### src/rtl/mem_access_arbiter.sv
// mem_access_arbiter: shares one 16x4 asynchronous SRAM between two
// requesters. One request is latched at a time and played out on the memory
// pins as SETUP -> STROBE -> HOLD, then completed with a one-cycle response
// strobe to its owner.
// Optional build macro: MEM_ARB_FIXED_PRIO_EN (requester 0 always wins
// contention; no last-grant pointer). Default is round-robin.
module mem_access_arbiter #(
    parameter int ADDR_W     = 4,
    parameter int DATA_W     = 4,
    parameter int SETUP_CYC  = 1,   // 1..7
    parameter int STROBE_CYC = 2    // 1..7
) (
    input  logic              clk,
    input  logic              rst_n,
    input  logic              req0_valid,
    output logic              req0_ready,
    input  logic              req0_we,
    input  logic [ADDR_W-1:0] req0_addr,
    input  logic [DATA_W-1:0] req0_wdata,
    output logic              rsp0_valid,
    output logic [DATA_W-1:0] rsp0_rdata,
    input  logic              req1_valid,
    output logic              req1_ready,
    input  logic              req1_we,
    input  logic [ADDR_W-1:0] req1_addr,
    input  logic [DATA_W-1:0] req1_wdata,
    output logic              rsp1_valid,
    output logic [DATA_W-1:0] rsp1_rdata,
    output logic              mem_cs_n,
    output logic              mem_we_n,
    output logic [ADDR_W-1:0] mem_addr,
    output logic [DATA_W-1:0] mem_wdata,
    input  logic [DATA_W-1:0] mem_rdata
);

    typedef enum logic [1:0] {IDLE, SETUP, STROBE, HOLD} state_t;

    state_t            state, state_nxt;
    logic [2:0]        cnt, cnt_nxt;
    logic              grant;      // 0 = requester 0, 1 = requester 1
    logic              accept;
    logic              lat_we;
    logic              owner;
    logic [ADDR_W-1:0] lat_addr;
    logic [DATA_W-1:0] lat_wdata;

`ifdef MEM_ARB_FIXED_PRIO_EN
    // Requester 0 wins whenever it is asking.
    always_comb begin
        grant = ~req0_valid & req1_valid;
    end
`else
    logic last_grant;

    // Lone requester wins; on contention the one not served last wins.
    always_comb begin
        if (req0_valid && req1_valid) grant = ~last_grant;
        else                          grant = req1_valid;
    end

    // Remember who was served last; reset value 1 lets requester 0 win first.
    always_ff @(posedge clk or negedge rst_n) begin
        if (!rst_n)      last_grant <= 1'b1;
        else if (accept) last_grant <= grant;
    end
`endif

    assign req0_ready = (state == IDLE) & ~grant;
    assign req1_ready = (state == IDLE) &  grant;
    assign accept     = grant ? (req1_valid & req1_ready) : (req0_valid & req0_ready);

    // Capture the accepted request; it drives the memory pins until the next accept.
    always_ff @(posedge clk or negedge rst_n) begin
        if (!rst_n) begin
            // NOTE: state registers use non-blocking assignments so every flop
            // samples pre-edge values regardless of process evaluation order.
            lat_we    <= 1'b0;
            owner     <= 1'b0;
            lat_addr  <= '0;
            lat_wdata <= '0;
        end else if (accept) begin
            lat_we    <= grant ? req1_we    : req0_we;
            owner     <= grant;
            lat_addr  <= grant ? req1_addr  : req0_addr;
            lat_wdata <= grant ? req1_wdata : req0_wdata;
        end
    end

    // State and phase-counter register.
    always_ff @(posedge clk or negedge rst_n) begin
        if (!rst_n) begin
            state <= IDLE;
            cnt   <= '0;
        end else begin
            state <= state_nxt;
            cnt   <= cnt_nxt;
        end
    end

    // Next state, phase countdown and memory/response strobes.
    always_comb begin
        // NOTE: every output of this block gets a default first, so no path
        // through the case can leave one unassigned and infer a latch.
        state_nxt  = state;
        cnt_nxt    = cnt;
        mem_cs_n   = 1'b0;
        mem_we_n   = 1'b1;
        rsp0_valid = 1'b0;
        rsp1_valid = 1'b0;
        case (state)
            IDLE: begin
                mem_cs_n = 1'b1;
                if (accept) begin
                    state_nxt = SETUP;
                    cnt_nxt   = 3'(SETUP_CYC - 1);
                end
            end
            SETUP: begin
                if (cnt == 3'd0) begin
                    state_nxt = STROBE;
                    cnt_nxt   = 3'(STROBE_CYC - 1);
                end else begin
                    cnt_nxt = cnt - 3'd1;
                end
            end
            STROBE: begin
                mem_we_n = ~lat_we;
                if (cnt == 3'd0) state_nxt = HOLD;
                else             cnt_nxt   = cnt - 3'd1;
            end
            HOLD: begin
                rsp0_valid = ~owner;
                rsp1_valid =  owner;
                state_nxt  = IDLE;
            end
            default: begin
                mem_cs_n  = 1'b1;
                state_nxt = IDLE;
            end
        endcase
    end

    assign mem_addr  = lat_addr;
    assign mem_wdata = lat_wdata;

    // Read data is sampled on the last strobe cycle into the owner's register.
    always_ff @(posedge clk or negedge rst_n) begin
        if (!rst_n) begin
            rsp0_rdata <= '0;
            rsp1_rdata <= '0;
        end else if (state == STROBE && cnt == 3'd0 && !lat_we) begin
            if (owner) rsp1_rdata <= mem_rdata;
            else       rsp0_rdata <= mem_rdata;
        end
    end

endmodule

### config.mk
export PLATFORM = sky130hd
export DESIGN_NAME = mem_access_arbiter
export DESIGN_NICKNAME = d
export VERILOG_FILES = /design/src/rtl/mem_access_arbiter.sv
export SDC_FILE = /design/constraint.sdc
export NUM_CORES = 1
export LEC_CHECK = 0
export ABC_AREA = 1
export CAP_MARGIN = 10
export CELL_PAD_IN_SITES_DETAIL_PLACEMENT = 0
export CELL_PAD_IN_SITES_GLOBAL_PLACEMENT = 1
export CORE_MARGIN = 2
export CORE_UTILIZATION = 27
export CTS_CLUSTER_SIZE = 24
export DETAILED_ROUTE_END_ITERATION = 16
export GPL_TIMING_DRIVEN = 0
export PLACE_DENSITY = 0.72
export SETUP_SLACK_MARGIN = 0.05
export SYNTH_ARGS = -nofsm -noshare
export SYNTH_HDL_FRONTEND = slang
export SYNTH_SLANG_ARGS = --single-unit
### constraint.sdc
create_clock -name clk -period 1.19 [get_ports clk]
set_input_delay 0.238 -clock clk [delete_from_list [all_inputs] [get_ports clk]]
set_output_delay 0.238 -clock clk [all_outputs]
set_load 0.005 [all_outputs]
==> Word-level counts from Yosys, hierarchy flattened <==
Cells that the tools add are included.
Widths: inputs -> output; s select.
{ "op_classes": {"add_sub_neg": 1, "eq_ne": 7, "n_mux": 17, "bitwise_logic": 8, "reduce_logical": 11} }
{ "ops": {"columns": ["op", "n"], "rows": [
  ["$mux 3", 3],
  ["$pmux 3 s3", 1],
  ["$mux 4", 2],
  ["$ne 2x2->1 const B", 4],
  ["$pmux 2 s4", 1],
  ["$mux 1", 7],
  ["$mux 2", 3],
  ["$reduce_and 3->1", 2],
  ["$and 1x1->1", 4],
  ["$eq 2x2->1 const B", 2],
  ["$not 1->1", 4],
  ["$reduce_and 2->1", 2],
  ["$logic_and 1x1->1", 3],
  ["$logic_not 3->1", 1],
  ["$reduce_bool 3->1", 1],
  ["$sub 3x1->3 const B", 1],
  ["$eq 2x1->1 const B", 1],
  ["$logic_not 2->1", 1],
  ["$logic_not 1->1", 1]
]} }
{ "totals": {"ff_bits": 24, "input_bits": 26, "output_inout_bits": 22, "elab_cells": 53} }

==> Longest topological paths before layout <==
Gate-level depths: netlist of run 1.
{ "logic_depth": {"word_depth": 8, "depth_mapped": 8, "ltp_nobuf": 8} }

==> Least setup slack after synthesis of run 1 <==
OpenSTA, ideal clock, no wires.
{ "synth_timing": {"kind": "register -> register", "start": "register state[0]", "end": "register owner", "setup_ns": 0.126, "arrival_ns": 1.163, "t_required_ns": 1.064, "setup_slack_ns": -0.099, "path_stages_with_launch": 7, "path_buffers": 1, "path_cell_list": "dfrtp_1 > inv_1 > ha_1 > inv_1 > nor2_1 > buf_4 > o22ai_1"} }
{ "synth_via": {"elab_chain_len": 4} }
{ "synth_rtl": {"columns": ["item", "line_no", "source"], "rows": [
  ["from (decl)", "38", "state_t state, state_nxt;"],
  ["from (signal assigned)", "95", "state <= state_nxt;"],
  ["$logic_not 2->1 *", "68, 69", null],
  ["$and 1x1->1, on equally long branches", "68, 69", null],
  ["$and 1x1->1", "70", "assign accept = grant ? (req1_valid & req1_ready) : (req0_valid & req0_ready);"],
  ["$mux 1 *", "70", null],
  ["to (signal assigned)", "83", "owner <= grant;"],
  ["to (decl)", "43", "logic owner;"]
]} }
Mark *: on every way between the ends. The rest lies on a longest branch, timed or not.
A chain may end at the register's enable or synchronous reset.

==> Worst setup path in the final report of run 1 <==
{ "layout_timing": {"start": "register state[0]", "end": "output port mem_we_n"} }
{ "layout_via": {"elab_chain_len": 2} }
{ "layout_rtl": {"columns": ["item", "line_no", "source"], "rows": [
  ["$eq 2x2->1", "110", "case (state)"],
  ["$mux 1", "110", null],
  ["to (decl)", "30", "output logic mem_we_n,"]
]} }
Every way passes these cells.

==> results of run 1 <==
[layer usage]
| metal | GRT usage | part of all wire | up-vias |
|---|---|---|---|
| met5 | 0 | 0 | - |
| met2 | 0.234 | 0.47 | 41 |
| met3 | 0.0357 | 0.063 | 2 |
| li1 | - | - | 705 |
| met1 | 0.205 | 0.47 | 617 |
| met4 | 0.0364 | 0.0022 | 0 |
[logic make-up after synthesis]
kind of cell,after synthesis,synth area share
AND/OR/NAND/NOR,126,0.392
adder cells (fa/ha/maj),7,0.0669
buffers and inverters,19,0.0621
AO/OA/AOI/OAI,5,0.0201
flip-flops,24,0.459
[critical path: stages, from the launching register on]
cell,delay (ns)
sky130_fd_sc_hd__dfrtp_2,0.43
sky130_fd_sc_hd__inv_2,0.09
sky130_fd_sc_hd__buf_6,0.11
sky130_fd_sc_hd__ha_4,0.14
sky130_fd_sc_hd__nand2_1,0.06
sky130_fd_sc_hd__buf_2,0.14
[where the power goes]
group	internal [mW]	leakage, nW	total [mW]	switching [mW]
sequential	1.23	0.295	1.53	0.301
combinational	1.74	0.812	3.50	1.76
clock	0.296	0.0288	0.569	0.274
[flip-flops by register name (all words and copies together), names as in the netlist]
register	count
cnt	3
rsp0_rdata	4
mem_wdata	4
state	2
last_grant	1
owner	1
rsp1_rdata	4
lat_we	1
mem_addr	4
[final timing paths]
| kind | endpoint | slack [ns] | cells past startpoint |
|---|---|---|---|
| max in group asynchronous | state[1] | 0.67 | 1 |
| min in group clk | mem_wdata[0] | 0.48 | 2 |
| min | mem_addr[2] | 0.07 | 1 |
| max reg2reg | rsp1_rdata[2] | -0.27 | 9 |
| min reg2reg | mem_wdata[0] | 0.48 | 2 |
| max | mem_we_n | -0.28 | 5 |
[what timing repair did]
| action | 4_1_cts | 5_1_grt |
|---|---|---|
| resized for setup | 89 | 22 |
| cloned | 1 | 0 |
| pin swaps | 11 | 5 |
| buffers inserted | 17 | 5 |
| setup endpoints to repair | 70 | 37 |
[cells in the mapped netlist]
cell type | number | area share
sky130_fd_sc_hd__a21oi_1 | 2 | 0.0076
sky130_fd_sc_hd__buf_2 | 2 | 0.0076
sky130_fd_sc_hd__buf_4 | 2 | 0.011
sky130_fd_sc_hd__dfrtp_1 | 23 | 0.44
sky130_fd_sc_hd__dfstp_2 | 1 | 0.020
sky130_fd_sc_hd__ha_1 | 7 | 0.067
sky130_fd_sc_hd__inv_1 | 12 | 0.034
sky130_fd_sc_hd__inv_2 | 3 | 0.0086
sky130_fd_sc_hd__nand2_1 | 99 | 0.28
sky130_fd_sc_hd__nand3_1 | 15 | 0.057
sky130_fd_sc_hd__nand3_2 | 1 | 0.0076
sky130_fd_sc_hd__nor2_1 | 8 | 0.023
sky130_fd_sc_hd__nor2_2 | 1 | 0.0048
sky130_fd_sc_hd__nor3_2 | 2 | 0.015
sky130_fd_sc_hd__o21ai_0 | 2 | 0.0076
sky130_fd_sc_hd__o22ai_1 | 1 | 0.0048
[metrics by stage]
stage          hold WS (ns)  worst slack (ns)  power (mW)  cell area (sq um)  instances
2_1_floorplan       -0.0576            0.0220        3.07               1360        181
3_3_place_gp          0.461            -0.701        4.21               1900        282
3_5_place_dp          0.464            -0.694        4.20               1900        282
4_1_cts              0.0995            -0.306        5.32               2160        304
5_1_grt               0.126            -0.347        6.15               2210        308
6_report             0.0730            -0.277        5.60               2210        308
[cell usage in the layout, fill, tap and decap left out]
cell type,synthesis,routed
sky130_fd_sc_hd__a21oi_1,2,1
sky130_fd_sc_hd__a21oi_2,0,1
sky130_fd_sc_hd__buf_2,2,6
sky130_fd_sc_hd__buf_4,2,17
sky130_fd_sc_hd__buf_6,0,9
sky130_fd_sc_hd__clkbuf_2,0,6
sky130_fd_sc_hd__clkbuf_8,0,4
sky130_fd_sc_hd__clkdlybuf4s15_1,0,10
sky130_fd_sc_hd__clkdlybuf4s15_2,0,1
sky130_fd_sc_hd__clkdlybuf4s50_1,0,24
sky130_fd_sc_hd__dfrtp_1,23,21
sky130_fd_sc_hd__dfrtp_2,0,2
sky130_fd_sc_hd__dfstp_2,1,1
sky130_fd_sc_hd__ha_1,7,2
sky130_fd_sc_hd__ha_2,0,1
sky130_fd_sc_hd__ha_4,0,4
sky130_fd_sc_hd__inv_1,12,6
sky130_fd_sc_hd__inv_2,3,6
sky130_fd_sc_hd__inv_4,0,3
sky130_fd_sc_hd__nand2_1,99,89
sky130_fd_sc_hd__nand2_2,0,7
sky130_fd_sc_hd__nand2_4,0,3
sky130_fd_sc_hd__nand3_1,15,15
sky130_fd_sc_hd__nand3_4,0,1
sky130_fd_sc_hd__nor2_1,8,4
sky130_fd_sc_hd__nor2_2,1,2
sky130_fd_sc_hd__nor2_4,0,3
sky130_fd_sc_hd__nor3_4,0,2
sky130_fd_sc_hd__o21ai_2,0,2
sky130_fd_sc_hd__o22ai_2,0,1
[area by class of cell]
cell class                      count  share of cell area
Tap cell                           54              0.0305
Buffer                              4              0.0175
Timing Repair Buffer               69               0.272
Multi-Input combinational cell    138               0.353
Sequential cell                    24               0.273
Inverter                           15              0.0288
Clock buffer                        4              0.0249
==> impl_results.md, run 1 <==
* Slew headroom at 0.579
* Required time of the critical path at about 0.95 ns
* #FFs+latches synth at 24
* Biggest fanout along the worst timing path at 3
* Clock slew at the register clock pins of the worst setup and hold paths at about 0.09 ns
* Share of the clock period used by the worst path after layout at 1.23
* Vias in the first global route at between 1,000 and 1,500
* Aggregate global routing overflow at 0
* Reported max-cap violation count at 0
* Pins over their slew limit at 0
* Summed instance area of the synthesized netlist at 1310 sq um
* Highest achievable clock rate at 682 MHz
* Starting density of the core at 0.279
* First-pass GRT wire length at between 6000 and 7000 microns
* Sequential area share after synthesis at 0.459
* Crit Path Category: reg2out
* Yosys warns at 0
* Post-synth net total at around 210
* CTS tree: yes
* Area used by sequential logic in the layout at 604 sq um
* Startpoint of the most critical setup path: state[0]
* Depth of the CTS H-tree at 1
* Fraction of the core area covered by cells at the end of the flow at 0.472
* Antenna violations before repair at 0
* Largest voltage drop on the vdd net at 0.000851 V
* TritonCTS Buffers at 3
* Number of filler instances in the final layout at between 400 and 500
* Worst Max-Slew Pin Slew at between 0.6 and 0.7 ns
* Proportion of layout cells with a drive suffix above 1 at 0.323
* Status: finished with violations
* Endpoints failing hold at 0
* I/O pin count at 48
* Worst Clk Skew at 0.00621 ns
* Arrival time of the worst setup path at 1.23 ns
* Antenna Violating Nets Remaining at 0
* RSZ-0062 raised after global routing: yes
* Crit path setup slack, layout at -0.277 ns
* Number of sinks on the clock net at 24
* Type of the most critical hold path: in2async
* Gate count after technology mapping at about 180
* Vias after detailed routing at around 1,400
* Per-instance average area after synthesis at 7.24 sq um
* Violations in the final reports: setup timing
* Setup TNS at -5.86 ns
* Hold-fix buffers, CTS at 0
* GPL Wtd Cong at just over 0.8
* Number of buffers added on ports at 47
* Iteration-0 DRC count of the detailed router at 43
* Overall die area at between 5000 and 6000 sq um
* Pleak at 1.14 nW
* Final #Nets at 288
* Sort of element at the end of the critical path: output pin
* Distinct cell type count after synthesis at 16
* Kind of start point of the critical path: flop
* Die width at approximately 74 microns
* Count of antenna diodes in the layout at 0
* Drt total wl at between 3000 and 4000 microns
* Die Y at 73.7 microns
* Origin of the critical flop-to-flop path: state[0]
* Number of placement rows at 25
* Power density relative to cell area at ~2500 nW/um^2
* Post-DR wirelength/cell at about 12 microns
* Total setup violations reported at the end of the flow at 30
* Clk buf depth at 2
* Post-route DRC at 0
* Vias per inst at 4.43
* Synthesis-to-finish area growth at 69.0%
* Clock latency reported for the late side of the worst-skew pair at around 0.27 ns
* Shortest period the worst path allows at between 1 and 1.5 ns
* HPWL reported at the end of detailed placement at about 2400 microns
* Total global-route track usage at 0.149
* Core area at ~4700 sq um
* First-pass detailed-route iteration total at 4
* Root cell of the clock tree: sky130_fd_sc_hd__clkbuf_8
* Total area of multi-input combinational cells at 782 sq um
* Maximum number of pins on one net before global-route repair at 25
Note: power is estimated with default switching activity, not from simulation.
==> run 2, diff against run 1 <==
- CORE_MARGIN: 2 -> not set
==> run 2 against run 1 <==
  * Cell count shrank 1.9%
  * Flip-flop and latch count is the same
  * Critical path depth grew 1
  * Largest power group unchanged
  * Critical path type unchanged
  * Register-to-register slack is essentially flat
  * The run ends with hold timing, setup timing left
  * Highest routed layer unchanged
  * Largest cell class unchanged
  * Fmax shrank 1.8%
==> impl_results.md, run 2 (synthesis results as in run 1) <==
* Pleak at between 1 and 1.5 nW
* Antenna Violating Nets Remaining at 0
* Status: finished with violations
* Startpoint of the most critical setup path: state[0]
* Total global-route track usage at 0.142
* Root cell of the clock tree: sky130_fd_sc_hd__clkbuf_8
* Ordered list of cells on the worst path: inv_2 -> buf_4 -> ha_4 -> inv_6 -> a21oi_2 -> buf_2
* Iteration-0 DRC count of the detailed router at 43
* Number of buffers added on ports at 47
* Antenna violations before repair at 0
* Total setup violations reported at the end of the flow at 30
* Maximum number of pins on one net before global-route repair at 25
* Worst R2R End: rsp1_rdata[0]
* Number of placement rows at 24
* Sort of element at the end of the critical path: output pin
* Count of non-filler cells in the finished layout at between 300 and 400
* Starting density of the core at 0.291
* Final #Nets at around 280
* Post-route DRC at 0
* Type of the most critical hold path: in2async
* First-pass GRT wire length at about 5900 microns
* Overall die area at roughly 5100 sq um
* First-pass detailed-route iteration total at 4
* Count of antenna diodes in the layout at 0
* HPWL reported at the end of detailed placement at around 2400 microns
* Origin of the critical flop-to-flop path: state[0]
* Kind of start point of the critical path: flop
* Required time of the critical path at around 0.95 ns
* Core area at 4500 sq um
* Slew headroom at 0.590
* Aggregate global routing overflow at 0
* Hold slack final at -0.0321 ns
* Shortest period the worst path allows at around 1.5 ns
* Vias after detailed routing at 1,321
* Reported max-cap violation count at 0
* Violations in the final reports: hold timing, setup timing
* Clock network fraction of total power at 0.125
* CTS tree: yes
* Die width at between 70 and 80 microns
* Highest achievable clock rate at between 600 and 700 MHz
* Combinational share of power at 0.607
* Die Y at 71.7 microns
* Vias per inst at about 4.4
* Power density relative to cell area at between 2000 and 3000 nW/um^2
* Total non-filler cell area in the finished layout at between 2000 and 2500 sq um
* Worst Max-Slew Pin Slew at 0.615 ns
* Endpoints failing hold at 23
* Clock slew at the register clock pins of the worst setup and hold paths at around 0.090 ns
* GPL Wtd Cong at around 0.78
* Sequential cell fraction of total power at 0.268
* Depth of the CTS H-tree at 1
* Largest voltage drop on the vdd net at about 0.0011 V
* Number of sinks on the clock net at 24
* Setup TNS at -6.64 ns
* I/O pin count at between 40 and 50
* Total net switching power at around 2.3 mW
* Cell with the largest stage delay on the worst path: sky130_fd_sc_hd__dfrtp_1
* Clock latency reported for the late side of the worst-skew pair at roughly 0.26 ns
* Crit Path Category: reg2out
* Pins over their slew limit at 0
* Crit path setup slack, layout at -0.303 ns
* Arrival time of the worst setup path at around 1.3 ns
* Max incr delay on CP at roughly 0.4 ns
* Vias in the first global route at 1,262
* Hold-fix buffers, CTS at 0
* Most frequent cells in the layout: sky130_fd_sc_hd__nand2_1 (85), sky130_fd_sc_hd__clkdlybuf4s50_1 (24), sky130_fd_sc_hd__dfrtp_1 (22), sky130_fd_sc_hd__nand3_1 (13)
* Clk buf depth at 2
* Most common cell after layout, fill and taps aside: sky130_fd_sc_hd__nand2_1
* FF-to-FF path depth at 9
* Proportion of layout cells with a drive suffix above 1 at 0.308
* Post-detailed-placement cell area at between 1500 and 2000 sq um
* Worst reg-to-reg setup slack at -0.28 ns
* Drt total wl at about 3400 microns
* Switching share of power at 0.407
* RSZ-0062 raised after global routing: yes
* Post-DR wirelength/cell at about 11 microns
* Instance count after placement with tap cells included at 280
* Share of the clock period used by the worst path after layout at 1.25
* Biggest fanout along the worst timing path at 3
* Worst Clk Skew at around 0.0017 ns
* Setup crit end: req0_ready
* P_int at about 3.4 mW
* Synthesis-to-finish area growth at 68.5%
* TritonCTS Buffers at 3
-- run 2: area by class of cell --
type	count	area, sq um
Sequential cell	24	603
Buffer	4	38.8
Fill cell	436	2300
Tap cell	52	65.1
Clock inverter	1	30.0
Clock buffer	3	41.3
Timing Repair Buffer	65	574
Inverter	15	68.8
Multi-Input combinational cell	138	786
-- run 2: metal layers --
layer  track usage  vias to the layer above  share of wire
li1              -                      693              -
met1         0.204                      578           0.50
met2         0.217                       46           0.43
met3        0.0309                        4          0.062
met4        0.0370                        0         0.0079
met5             0                        -              0
-- run 2: worst min path at each step --
stage                        startpoint       endpoint  cells past startpoint
after floorplan                   rst_n         cnt[0]                      0
final                             rst_n         cnt[2]                      1
after global routing              rst_n  rsp1_rdata[2]                      1
after global placement    rsp1_rdata[2]  rsp1_rdata[2]                      2
after detailed placement  rsp1_rdata[3]  rsp1_rdata[3]                      2
after CTS                         rst_n  rsp1_rdata[2]                      1
-- run 2: power groups by stage --
stage / Clock (mW) / Sequential (mW) / Combinational (mW)
floorplan: 0 / 1.51 / 1.56
global placement: 0 / 1.53 / 2.67
detailed placement: 0 / 1.53 / 2.69
CTS: 0.732 / 1.52 / 3.26
global route: 0.765 / 1.59 / 3.85
finish: 0.714 / 1.54 / 3.48
-- run 2: timing repair --
action / CTS / global route
endpoints found under the setup margin: 69 / 58
endpoints found under the hold margin: 0 / 0
pin swaps: 7 / 7
setup buffers: 17 / 2
gates cloned: 0 / 0
resized for setup: 89 / 22
-- run 2: critical path: cells and delay by family (launching register included) --
family | cells | cell delay, ns
buffers and inverters | 4 | 0.34
AO/OA/AOI/OAI | 1 | 0.08
adder cells (fa/ha/maj) | 1 | 0.16
flip-flops | 1 | 0.40
-- run 2: stage by stage --
stage | total power, mW | hold WS [ns] | util | setup slack (ns)
2_1_floorplan | 3.07 | -0.0576 | - | 0.0220
3_3_place_gp | 4.20 | 0.462 | 0.421 | -0.695
3_5_place_dp | 4.22 | 0.465 | 0.421 | -0.652
4_1_cts | 5.52 | 0.319 | 0.482 | -0.300
5_1_grt | 6.20 | 0.00878 | 0.490 | -0.369
6_report | 5.73 | -0.0321 | 0.490 | -0.303
